File: config.mk
export PLATFORM = sky130hd
export DESIGN_NAME = sr_cmd_gen
export DESIGN_NICKNAME = d
export VERILOG_FILES = /design/src/rtl/sr_cmd_gen.sv
export SDC_FILE = /design/constraint.sdc
export NUM_CORES = 1
export LEC_CHECK = 0
export CORE_ASPECT_RATIO = 0.7
export CORE_MARGIN = 3
export CORE_UTILIZATION = 57
export DETAILED_ROUTE_END_ITERATION = 8
export GPL_TIMING_DRIVEN = 1
export MAX_ROUTING_LAYER = met4
export PLACE_DENSITY_LB_ADDON = 0.2
export SYNTH_ARGS = -nofsm -noshare
export SYNTH_HDL_FRONTEND = slang
export SYNTH_SLANG_ARGS = --single-unit
export TNS_END_PERCENT = 1
File: constraint.sdc
create_clock -name clk -period 1.45 [get_ports clk]
set_input_delay 0.435 -clock clk [delete_from_list [all_inputs] [get_ports clk]]
set_output_delay 0.435 -clock clk [all_outputs]
set_load 0.01 [all_outputs]
File: src/rtl/sr_cmd_gen.sv
// Command front-end for an S/R flip-flop: synchronizes and debounces set/clear requests, then arbitrates one-cycle s/r pulses.
// Optional `SR_CMD_SET_PRIORITY_EN: set wins a simultaneous request instead of both being dropped.
module sr_cmd_gen #(
   parameter int DB_CYCLES = 4
) (
   input  logic clk,
   input  logic reset,
   input  logic set_req,
   input  logic clr_req,
   output logic s,
   output logic r,
   output logic conflict
);

   typedef enum logic [1:0] {IDLE, PULSE_S, PULSE_R, GAP} state_t;

   localparam logic [7:0] CNT_LAST = 8'(DB_CYCLES - 1);

   // Bit 0 is the set channel, bit 1 the clear channel.
   logic [1:0] sync1_q, sync2_q;
   logic [1:0] deb_q, deb_d;
   logic [1:0] deb_prev_q;
   logic [7:0] cnt_q [2];
   logic [7:0] cnt_d [2];
   logic [1:0] rise;
   logic       set_pend_q, set_pend_d;
   logic       clr_pend_q, clr_pend_d;
   logic       set_take, clr_take;
   state_t     state_q, state_d;
   logic       s_q, s_d, r_q, r_d, conflict_q, conflict_d;

   always_comb begin
      // NOTE: every always_comb output gets a default first so no path can infer a latch.
      deb_d = deb_q;
      for (int i = 0; i < 2; i++) begin
         cnt_d[i] = 8'd0;
         if (sync2_q[i] != deb_q[i]) begin
            if (cnt_q[i] == CNT_LAST) deb_d[i] = ~deb_q[i];
            else                      cnt_d[i] = cnt_q[i] + 8'd1;
         end
      end
      rise = deb_q & ~deb_prev_q;
   end

   always_comb begin
      state_d    = state_q;
      set_take   = 1'b0;
      clr_take   = 1'b0;
      conflict_d = 1'b0;
      unique case (state_q)
         IDLE: begin
            if (set_pend_q && clr_pend_q) begin
               set_take   = 1'b1;
               clr_take   = 1'b1;
               conflict_d = 1'b1;
`ifdef SR_CMD_SET_PRIORITY_EN
               state_d    = PULSE_S;
`else
               state_d    = IDLE;
`endif
            end else if (set_pend_q) begin
               set_take = 1'b1;
               state_d  = PULSE_S;
            end else if (clr_pend_q) begin
               clr_take = 1'b1;
               state_d  = PULSE_R;
            end
         end
         PULSE_S, PULSE_R: state_d = GAP;
         GAP:              state_d = IDLE;
         default:          state_d = IDLE;
      endcase
      // A fresh event on the serving edge is a new command and stays pending.
      set_pend_d = rise[0] | (set_pend_q & ~set_take);
      clr_pend_d = rise[1] | (clr_pend_q & ~clr_take);
      s_d        = (state_d == PULSE_S);
      r_d        = (state_d == PULSE_R);
   end

   // NOTE: sequential state uses non-blocking assignments only, so every flop samples pre-edge values.
   always_ff @(posedge clk or posedge reset) begin
      if (reset) begin
         sync1_q    <= '0;
         sync2_q    <= '0;
         deb_q      <= '0;
         deb_prev_q <= '0;
         for (int i = 0; i < 2; i++) cnt_q[i] <= 8'd0;
         set_pend_q <= 1'b0;
         clr_pend_q <= 1'b0;
         state_q    <= IDLE;
         s_q        <= 1'b0;
         r_q        <= 1'b0;
         conflict_q <= 1'b0;
      end else begin
         sync1_q    <= {clr_req, set_req};
         sync2_q    <= sync1_q;
         deb_q      <= deb_d;
         deb_prev_q <= deb_q;
         for (int i = 0; i < 2; i++) cnt_q[i] <= cnt_d[i];
         set_pend_q <= set_pend_d;
         clr_pend_q <= clr_pend_d;
         state_q    <= state_d;
         s_q        <= s_d;
         r_q        <= r_d;
         conflict_q <= conflict_d;
      end
   end

   assign s        = s_q;
   assign r        = r_q;
   assign conflict = conflict_q;

endmodule

[Word level (Yosys, flattened, before mapping)]
Index checks and enable logic that the tools add are counted.
Cells by class
  add/subtract/negate cells: 2
  equality and inequality tests: 9
  mux-type cells: 17
  bitwise operators: 10
  reductions and logical operators: 5
Operators by type and width (number)
  8-bit 2-to-1 mux: 4
  8-bit by 1-bit adder with 8-bit output (second input constant): 2
  8-bit by 2-bit equality test with 1-bit output (second input constant): 2
  1-bit 2-to-1 mux: 9
  2-bit equality test (second input constant): 3
  2-bit 2-to-1 mux: 3
  2-bit case mux with 3 select lines: 1
  2-bit by 1-bit equality test with 1-bit output (second input constant): 2
  1-bit inverter: 4
  2-bit AND reduction: 2
  1-bit bitwise AND: 2
  2-bit bitwise AND: 1
  2-bit zero test: 1
  1-bit inequality test: 2
  2-bit inverter: 1
  1-bit OR: 2
  2-bit OR reduction: 1
  1-bit logical AND: 1
Storage, ports and cells
  bits in registers: 31
  input port bits: 4
  output and inout port bits: 3
  word-level logic and storage cells: 56

[Longest topological paths before layout]
  depth after elaboration: 7
  depth in mapped cells: 4
  depth with buffers taken out: 4

[Least setup slack after synthesis]
Ideal clock, no wire load.
  path type: reg2reg
  start: register cnt_q[0] (netlist bit)
  end: register cnt_q[2] (netlist bit)
  setup time: 123 ps
  arrival time: 1111 ps
  data required time: 1327 ps
  path slack: 216 ps
  cell stages (with the launch flop): 5
  path buffers: 0
  period minus slack after synthesis: 1234 ps
  path through: dfrtp_1 > ha_1 > nor4b_2 > a21o_1 > nor2_1
RTL lines
  start, declared: line 23  | logic [7:0] cnt_q [2];

[Worst setup path after layout]
  start: register r_q (netlist: r)
  end: output r
RTL lines
  start, declared: line 30  | logic s_q, s_d, r_q, r_d, conflict_q, conflict_d;
  start signal, assigned: line 104  | r_q <= r_d;
  end, declared: line 11  | output logic r,
No word-level cell between the ends.

==> flow_metrics.py <==
metrics = {
    "outcome": {
        "run_status": "finished, final reports clean",
    },
    "logic_synthesis": {
        "ys_ff_latch": 31,
        "post_synth.cell_area_avg_sq_um": 11.0,
        "synth.cell_area_sq_um": 1320,
        "synth.yosys.warnings": 0,
        "yosys.area.top_type": "sky130_fd_sc_hd__dfrtp_1",
        "synth_top_area_share_pct": 58.9,
        "synth_fp_nets": 130,
        "seq_area_frac_synth_pct": 58.9,
        "syn-instance-count": 120,
        "cell_variety_after_synth": 23,
        "netlist_top_cells_area": "sky130_fd_sc_hd__dfrtp_1, sky130_fd_sc_hd__ha_1, sky130_fd_sc_hd__nor2_1",
    },
    "global_routing": {
        "total_global_routing_track_utilization_pct": 20.0,
        "groute.layer.met3.usage_pct": 6.83,
        "pin_count_of_the_biggest_net_entering_global_routing": 22,
        "global_route.overflow_total": 0,
        "grt-busiest-layer": "met2",
        "antenna_found_initial": 0,
        "gr-usage-met2_pct": 30.1,
        "grt_first_pass_wirelength_um": 3980,
        "first_global_vias": 893,
        "grt_use_met1_pct": 22.8,
    },
    "placement": {
        "port_bufs": 6,
        "hpwlAfterDp_um": 1700,
        "place_worst_setup_slack_ns": 0.0311,
        "gpl.final_weighted_congestion": 0.807,
    },
    "cells_and_area": {
        "fin_nets": 145,
        "most_common_library_cell_in_the_layout_ignoring_fill_and_taps": "sky130_fd_sc_hd__dfrtp_1",
        "layout_common_cells": "sky130_fd_sc_hd__dfrtp_1, sky130_fd_sc_hd__nor2_1, sky130_fd_sc_hd__inv_1, sky130_fd_sc_hd__a21oi_1, sky130_fd_sc_hd__nand3_1",
        "n_antenna_cell": 0,
        "utilization_pct": 74.3,
        "synthToLayoutAreaGrowth_pct": 13.8,
        "share_of_layout_cells_above_drive_strength_1_pct": 11.8,
    },
    "timing": {
        "max_slew_margin_pct": 76.1,
        "timing.fmax_mhz": 714,
        "worst_slew_pin_slew_ns": 0.356,
        "rsz_0062_raised_after_global_routing": "yes",
        "timing.hold.ws_ns": 0.354,
        "layout_min_cycle_time_ns": 1.40,
        "hold_viol": 0,
        "setup_slack_ns": 0.0485,
        "finalSetupTns_ns": 0,
        "setup-violations-final": 0,
        "final.setup_skew_ns": 0.00604,
        "finalMaxSlewViolations": 0,
        "post-route-period-util_pct": 96.7,
    },
    "detailed_routing": {
        "antenna_viol_nets_final": 0,
        "via_count": 881,
        "detail_route.first_pass.iterations": 4,
        "drt_first_iter_violations": 50,
        "vias_per_cell": 5.31,
        "drt-wirelength-per-cell_um": 13.6,
        "detail_route.wirelength_um": 2250,
        "drc_viols": 0,
    },
    "worst_setup_path": {
        "setup.worst_path.start": "r$_DFF_PP0_",
        "worst-r2r-cell-count": 4,
        "worstReg2RegStart": "cnt_q[9]$_DFF_PP0_",
        "worst-setup-path-type": "reg -> out",
        "worstSetupStartpointType": "flop",
        "ff2ff_setup_slack_ns": 0.11,
        "path_buf_inv": 1,
        "cp.required_ns": 1.02,
        "cp_cell_sequence": "dlygate4sd2_1",
        "timing.rr.end": "cnt_q[10]$_DFF_PP0_",
        "max_stage_delay_ns": 0.36,
        "worst-path-max-fanout": 1,
        "endpoint_kind": "output port",
        "total_number_of_cells_along_the_worst_setup_path": 1,
        "worstPathArrival_ns": 0.97,
        "critical_path.top_delay_family": "flip-flops",
        "critical_path_slowest_stage_cell": "sky130_fd_sc_hd__dfrtp_1",
    },
    "power": {
        "power_density_nw_per_um2": 1610,
        "power.leakage_nw": 0.688,
        "pwr-share-comb_pct": 28.3,
        "seq_power_share_pct": 52.4,
        "power.share.clock_pct": 19.2,
        "power_report.internal_total_mw": 1.57,
        "vdd_drop_max_v": 0.000844,
        "switching_share_pct": 35.3,
        "switchingPower_mw": 0.854,
    },
    "clock_network": {
        "tritoncts_clock_tree": "built",
        "cts_buffers": 5,
        "maximum_number_of_buffers_from_clock_root_to_sink": 2,
        "cts_setup_buffers": 0,
        "clock_tree.root_cell": "sky130_fd_sc_hd__clkbuf_4",
        "clk_transition_reported_paths_ns": 0.09,
        "clock_latency_ns": 0.33,
        "clock_tree.htree_level_count": 2,
        "numClockSinks": 31,
    },
    "die": {
        "die_wd_um": 63.5,
        "die_area_sq_um": 2930,
        "placeableCoreArea_sq_um": 2020,
        "core.rowCount": 13,
        "initial_cell_density_of_the_core_pct": 65.3,
        "io_count": 7,
        "fp.dieH_um": 46.2,
    },
    "min_path": {
        "worst_hold_path.num_cells": 0,
        "worstHoldEndpoint": "sync2_q[0]$_DFF_PP0_",
        "hp-class": "reg -> reg",
        "hold_path.startpoint": "sync1_q[0]$_DFF_PP0_",
    },
    "job": {
        "maxCapViolations": 0,
    },
}
-- cell families after synthesis --
logic type / count (synthesis) / share of synthesized area, %
adders and majority gates: 6 / 5.70
AOI/OAI and AO/OA: 24 / 10.5
xor gates and xnor gates: 8 / 5.32
and+or+nand+nor: 40 / 16.4
DFF: 31 / 58.9
buffers and inverters: 11 / 3.13
-- what timing repair did --
action / CTS / global route
endpoints found under the setup margin: 3 / 16
gates resized for setup: 3 / 6
hold buffers: 0 / 0
-- cell type report --
type,instances,area (sq um)
Inverter,11,41.3
Multi-Input combinational cell,78,518
Fill cell,144,518
Sequential cell,31,778
Timing Repair Buffer,8,73.8
Clock buffer,7,45.0
Clock inverter,1,5.00
Tap cell,30,37.5
-- stage by stage --
stage,cell area (sq um),cells,power (mW)
floorplan,1320,120,1.74
detailed placement,1430,158,1.98
CTS,1480,166,2.42
global placement,1430,158,1.93
finish,1500,166,2.42
global route,1500,166,2.62
-- per-layer routing --
layer	share of wire (%)	up-vias	wire length [um]
met2	44	28	1000
met5	0	-	0
met3	5.2	10	117
li1	-	440	-
met4	3.4	0	76
met1	47	403	1060
-- worst max-delay path by stage --
stage                                endpoint  slack (ns)
after detailed placement  cnt_q[10]$_DFF_PP0_        0.03
final                                       r        0.05
after CTS                 cnt_q[10]$_DFF_PP0_        0.02
after floorplan            cnt_q[2]$_DFF_PP0_        0.22
after global routing                        r        0.01
after global placement    cnt_q[10]$_DFF_PP0_        0.08
-- synthesized netlist by cell type --
library cell               count
sky130_fd_sc_hd__nor2_1       14
sky130_fd_sc_hd__and3_1        1
sky130_fd_sc_hd__a21oi_1       9
sky130_fd_sc_hd__xnor2_1       4
sky130_fd_sc_hd__a31o_1        2
sky130_fd_sc_hd__inv_2         2
sky130_fd_sc_hd__ha_1          6
sky130_fd_sc_hd__o21ai_0       5
sky130_fd_sc_hd__inv_1         9
sky130_fd_sc_hd__nand3_1       8
sky130_fd_sc_hd__nor4b_2       2
sky130_fd_sc_hd__or3_1         6
sky130_fd_sc_hd__o21ai_1       3
sky130_fd_sc_hd__nor3_1        2
sky130_fd_sc_hd__nand4_1       1
sky130_fd_sc_hd__nand2b_1      1
sky130_fd_sc_hd__nand4_2       1
sky130_fd_sc_hd__a21o_1        2
sky130_fd_sc_hd__nand2_1       4
sky130_fd_sc_hd__xor2_1        4
sky130_fd_sc_hd__dfrtp_1      31
sky130_fd_sc_hd__o22ai_1       2
sky130_fd_sc_hd__a21oi_2       1
-- power groups by stage --
stage / clock network, mW / registers [mW] / logic [mW]
after floorplan: 0 / 1.25 / 0.489
after global placement: 0 / 1.26 / 0.664
after detailed placement: 0 / 1.28 / 0.704
after CTS: 0.475 / 1.26 / 0.680
after global routing: 0.529 / 1.30 / 0.786
final: 0.466 / 1.27 / 0.685
-- registers in the layout (all words and copies together), names as in the netlist --
name and cells:
cnt_q 16, sync1_q 2, s 1, set_pend_q 1
sync2_q 2, conflict 1, r 1, state_q 2
deb_q 2, deb_prev_q 2, clr_pend_q 1
Power figures use the tool's default switching activity.
